<file path="config.mk">
export PLATFORM = sky130hd
export DESIGN_NAME = biset_reg_target
export DESIGN_NICKNAME = d
export VERILOG_FILES = /design/src/rtl/BiSet.sv /design/src/rtl/biset_reg_target.sv
export SDC_FILE = /design/constraint.sdc
export NUM_CORES = 1
export LEC_CHECK = 0
export ABC_AREA = 0
export CAP_MARGIN = 10
export CORE_ASPECT_RATIO = 1.75
export CORE_MARGIN = 8
export CORE_UTILIZATION = 43
export CTS_BUF_LIST = sky130_fd_sc_hd__clkbuf_16
export DETAILED_ROUTE_END_ITERATION = 8
export MAX_ROUTING_LAYER = met4
export PLACE_DENSITY = 0.77
export SYNTH_ARGS = -nofsm -noshare
export SYNTH_HDL_FRONTEND = slang
export SYNTH_SLANG_ARGS = --single-unit
</file>
<file path="constraint.sdc">
create_clock -name clk_i -period 3.9 [get_ports clk_i]
set_input_delay 0.39 -clock clk_i [delete_from_list [all_inputs] [get_ports clk_i]]
set_output_delay 0.39 -clock clk_i [all_outputs]
set_load 0.005 [all_outputs]
</file>
<file path="src/rtl/BiSet.sv">
// BiSet settings-bus definitions shared by initiators and targets.
package BiSet;
  localparam int BISET_DATALEN = 32;
  localparam int BISET_ADDRLEN = 8;

  typedef struct packed {
    logic                     en;
    logic                     we;
    logic [BISET_ADDRLEN-1:0] addr;
  } biSetCtrl;

  typedef logic [BISET_DATALEN-1:0] biSetData;

  typedef struct packed {
    logic                     ack;
    logic                     err;
    logic [BISET_DATALEN-1:0] data;
  } biSetReply;
endpackage

</file>
<file path="src/rtl/biset_reg_target.sv">
// BiSet leaf target: NREG RW config registers, a W1C status register and a read-only ID.
// Define BISET_TGT_LOCK_EN to add a LOCK register at NREG+2 that blocks config writes.
module biset_reg_target #(
  parameter int                               NREG      = 4,
  parameter logic [31:0]                      ID_VALUE  = 32'h0,
  parameter logic [BiSet::BISET_DATALEN-1:0]  CFG_RESET = '0
) (
  input  logic                                   clk_i,
  input  logic                                   rst_ni,
  input  BiSet::biSetCtrl                        ctrl_i,
  input  BiSet::biSetData                        write_i,
  output BiSet::biSetReply                       reply_o,
  output logic [NREG*BiSet::BISET_DATALEN-1:0]   cfg_o,
  output logic [NREG-1:0]                        cfg_wr_o,
  input  logic [BiSet::BISET_DATALEN-1:0]        status_i,
  output logic                                   irq_o
);
  localparam int DATA_W = BiSet::BISET_DATALEN;
  localparam logic [31:0] ADDR_STATUS = 32'(NREG);
  localparam logic [31:0] ADDR_ID     = 32'(NREG + 1);

  logic [DATA_W-1:0] cfg_q [NREG];
  logic [DATA_W-1:0] status_q;
  logic [DATA_W-1:0] status_clr;
  logic [DATA_W-1:0] cfg_rdata;
  logic [NREG-1:0]   cfg_we;
  logic [NREG-1:0]   cfg_wr_p1;
  BiSet::biSetReply  reply_d;
  BiSet::biSetReply  reply_p1;
  logic [31:0]       addr;
  logic              is_cfg;
  logic              locked;

  // Full-width zero extension so out-of-range indices never alias onto real registers.
  assign addr   = 32'(ctrl_i.addr);
  assign is_cfg = (addr < ADDR_STATUS);

`ifdef BISET_TGT_LOCK_EN
  localparam logic [31:0] ADDR_LOCK = 32'(NREG + 2);
  logic lock_q;
  logic lock_we;
  assign locked  = lock_q;
  assign lock_we = ctrl_i.en && ctrl_i.we && (addr == ADDR_LOCK);

  always_ff @(posedge clk_i) begin
    if (!rst_ni)      lock_q <= 1'b0;
    else if (lock_we) lock_q <= write_i[0];
  end
`else
  assign locked = 1'b0;
`endif

  // Stage p0: decode the request and form the reply from pre-update register values
  always_comb begin
    cfg_rdata = '0;
    for (int k = 0; k < NREG; k++) begin
      if (addr == 32'(k)) cfg_rdata = cfg_q[k];
    end
  end

  always_comb begin
    reply_d    = '0;
    cfg_we     = '0;
    status_clr = '0;
    if (ctrl_i.en) begin
      reply_d.ack = 1'b1;
      if (ctrl_i.we) begin
        if (is_cfg && !locked) begin
          for (int k = 0; k < NREG; k++) begin
            if (addr == 32'(k)) cfg_we[k] = 1'b1;
          end
        end else if (addr == ADDR_STATUS) begin
          status_clr = write_i;
`ifdef BISET_TGT_LOCK_EN
        end else if (addr == ADDR_LOCK) begin
          reply_d.err = 1'b0;
`endif
        end else begin
          reply_d.err = 1'b1;
        end
      end else begin
        if (is_cfg) begin
          reply_d.data = cfg_rdata;
        end else if (addr == ADDR_STATUS) begin
          reply_d.data = status_q;
        end else if (addr == ADDR_ID) begin
          reply_d.data = DATA_W'(ID_VALUE);
`ifdef BISET_TGT_LOCK_EN
        end else if (addr == ADDR_LOCK) begin
          reply_d.data = DATA_W'(lock_q);
`endif
        end else begin
          reply_d.err = 1'b1;
        end
      end
    end
  end

  // Stage p1: registered reply, strobes and register state
  always_ff @(posedge clk_i) begin
    if (!rst_ni) begin
      reply_p1  <= '0;
      cfg_wr_p1 <= '0;
      status_q  <= '0;
      for (int k = 0; k < NREG; k++) cfg_q[k] <= CFG_RESET;
    end else begin
      reply_p1  <= reply_d;
      cfg_wr_p1 <= cfg_we;
      // Event set takes priority over a same-cycle W1C clear.
      status_q  <= (status_q & ~status_clr) | status_i;
      for (int k = 0; k < NREG; k++) begin
        if (cfg_we[k]) cfg_q[k] <= write_i;
      end
    end
  end

  for (genvar g = 0; g < NREG; g++) begin : g_cfg_out
    assign cfg_o[g*DATA_W +: DATA_W] = cfg_q[g];
  end

  assign reply_o  = reply_p1;
  assign cfg_wr_o = cfg_wr_p1;
  assign irq_o    = |status_q;
endmodule

</file>
==> impl_metrics.ini <==
[status]
status = complete, no violations

[worst_setup_path]
cp_cell_sequence = nor4_1 > nand4_1 > or2_2 > clkdlybuf4s50_1
cp_slowest_cell = nor4_1
crit_start = status_q[5]$_SDFF_PN0_
crit_type = register to output port
max_stage_delay_ns = 0.57
critPathCaptureType = output port
worst-path-max-fanout = 3
r2r-start = cfg_q[3][0]$_SDFFCE_PN0P_
start_kind = register
arrival_ns = 2.42
worstPathRequired_ns = 3.51

[timing]
fin_ws_ns = 1.09
maxSlewHeadroom_pct = 27.4
final-max-slew-violation-count = 0
setup_viol = 0
whs_ns = 0.520
final-hold-violation-count = 0
fmax_ghz = 0.356
rsz0062_at_grt = no
worst_pin_slew_ns = 1.09
layout_min_cycle_time_ns = 2.81
finalCritPeriodShare_pct = 72.0
finClkSkew_ns = 0.0153

[finish]
n_antenna_cell = 0
finalNonFillerCells = 1060
areaGrowthSynthToFinish_pct = 40.1
drive_gt1_share_pct = 14.5
final_nets = 882
utilization_pct = 60.8
final_cell_area_sq_um = 11500

[logic_synthesis]
syn_nets = 636
synth.most_common_cell = edfxtp_1
ys_top_cells_by_count = edfxtp_1, and2_1, dfxtp_1
synth.distinct_cells = 31
synth_edf_count = 128
synth_ff_type = edfxtp_1
synth_top_area_share_pct = 46.8
synthesis.area_sq_um = 8220
yosys_warnings = 0
seq_area_frac_synth_pct = 63.8
synth_area_per_cell_sq_um = 14.7
synthTopCellsByArea = edfxtp_1, dfxtp_1, and2_1
ys_ff_latch = 198
syn_inst = 560
synthArstFlopShare_pct = 0
synth_top_area_cell = edfxtp_1

[power]
power.leakage_nw = 4.19
vdd_drop_max_v = 0.000270
internal-power_mw = 3.45
cellPowerDensity_nw_per_um2 = 398
comb_power_share_pct = 10.1
power.switching_mw = 1.13
seq_power_share_pct = 52.2
netSwitchingFraction_pct = 24.8
clock_power_share_pct = 37.7

[floorplan]
initial_utilization_pct = 43.4
fp.dieArea_sq_um = 24000
rows = 67
ios = 243
die_h_um = 199
core-area_sq_um = 18900
die_w_um = 121

[clock_network]
worstSkewPairLatency_ns = 0.43
clockRootBuffer = clkbuf_16
cts_tree = yes
clk_pin_slew_ns = 0.08
cts_post_setup_buffers_inserted = 0
cts_resized = 0
cts_made_buffers = 17
htree_levels = 4
cts_hold_buf = 0
clockBufferDepth = 2
clock_sinks = 198

[global_routing]
grt_pass1_vias = 6352
grt_antenna_before_repair = 0
grt_max_degree = 39
grt_overflow = 0
grt_pass1_wl_um = 38000
grt_util_all_layers_pct = 21.8

[placement]
dp_slack_ns = 1.09
place_hpwl_um = 18600
place_congestion = 0.855
place_area_sq_um = 10900
dp_cells = 1028
port-buffer-count = 242

[detailed_routing]
totalWireLength_um = 25700
first_iter_violations = 406
ant_nets = 0
vias_per_cell = 5.58
wl_per_cell_um = 24.2
drc_errors = 0
vias = 5920
first_pass_iters = 5

[worst_hold_path]
hold_class = register to register
worstHoldStart = status_q[7]$_SDFF_PN0_

[run]
drv_cap = 0
## flip-flops by register name (all words and copies together) (netlist names)
register  count
reply_o      34
cfg_q       128
cfg_wr_o      4
status_q     32
## logic make-up after synthesis
| kind of cell | after synthesis | share of synthesized area (%) |
|---|---|---|
| flops | 198 | 63.8 |
| simple gates | 159 | 13.5 |
| compound gates | 102 | 9.33 |
| buf+inv | 69 | 4.64 |
| mux | 32 | 8.77 |
## metrics by stage
stage / TNS (ns) / total power [mW]
after floorplan: -34.71 / 2.57
after global placement: 0 / 2.89
after detailed placement: 0 / 2.90
after CTS: 0 / 4.61
after global routing: 0 / 4.72
final: 0 / 4.58
## power groups by stage
stage	registers, mW	clock network, mW	logic (mW)
2_1_floorplan	2.42	0	0.148
3_3_place_gp	2.44	0	0.456
3_5_place_dp	2.44	0	0.464
4_1_cts	2.39	1.75	0.467
5_1_grt	2.40	1.83	0.487
6_report	2.39	1.73	0.462
## routing by layer
metal	up-vias	track usage, %	wire, um
li1	2598	-	-
met4	0	11.6	975
met2	351	38.9	13900
met3	63	3.44	1750
met5	-	-	0
met1	2908	22.6	9080
## cell usage in the layout, fill, tap and decap left out, drive strengths merged, types with 2 or more instances in the layout
cell type and count:
clkdlybuf4s50 239, and2 129, edfxtp 128, dfxtp 70, inv 41, mux4 32
a22o 32, o21ai 32, a41oi 32, buf 25, clkbuf 17, nor4 12
clkinv 5, o31ai 4, or2 3, nand2b 3, nand4 2, nor3b 2
nand4bb 2
## area by class of cell
| cell class | instances | area (sq um) |
|---|---|---|
| inverters | 32 | 120 |
| repair buffers | 264 | 2600 |
| clock buffers | 17 | 425 |
| flip-flops and latches | 198 | 5250 |
| fillers | 1480 | 7430 |
| multi-input cells | 293 | 2680 |
| clock inverters | 15 | 154 |
| well taps | 241 | 302 |
## worst max-delay path: cells and delay by family, from the launching register on
kind,cells,cell delay [ns]
buffers and inverters,1,0.47
DFF,1,0.34
and+or+nand+nor,3,1.18
## final timing paths
check / endpoint / slack [ns] / depth (start not counted)
max: irq_o / 1.09 / 4
min: reply_o[7]$_SDFF_PP0_ / 0.52 / 1
max reg2reg: reply_o[0]$_SDFF_PP0_ / 2.63 / 2
min reg2reg: reply_o[7]$_SDFF_PP0_ / 0.52 / 1
Note: power is estimated with default switching activity, not from simulation.
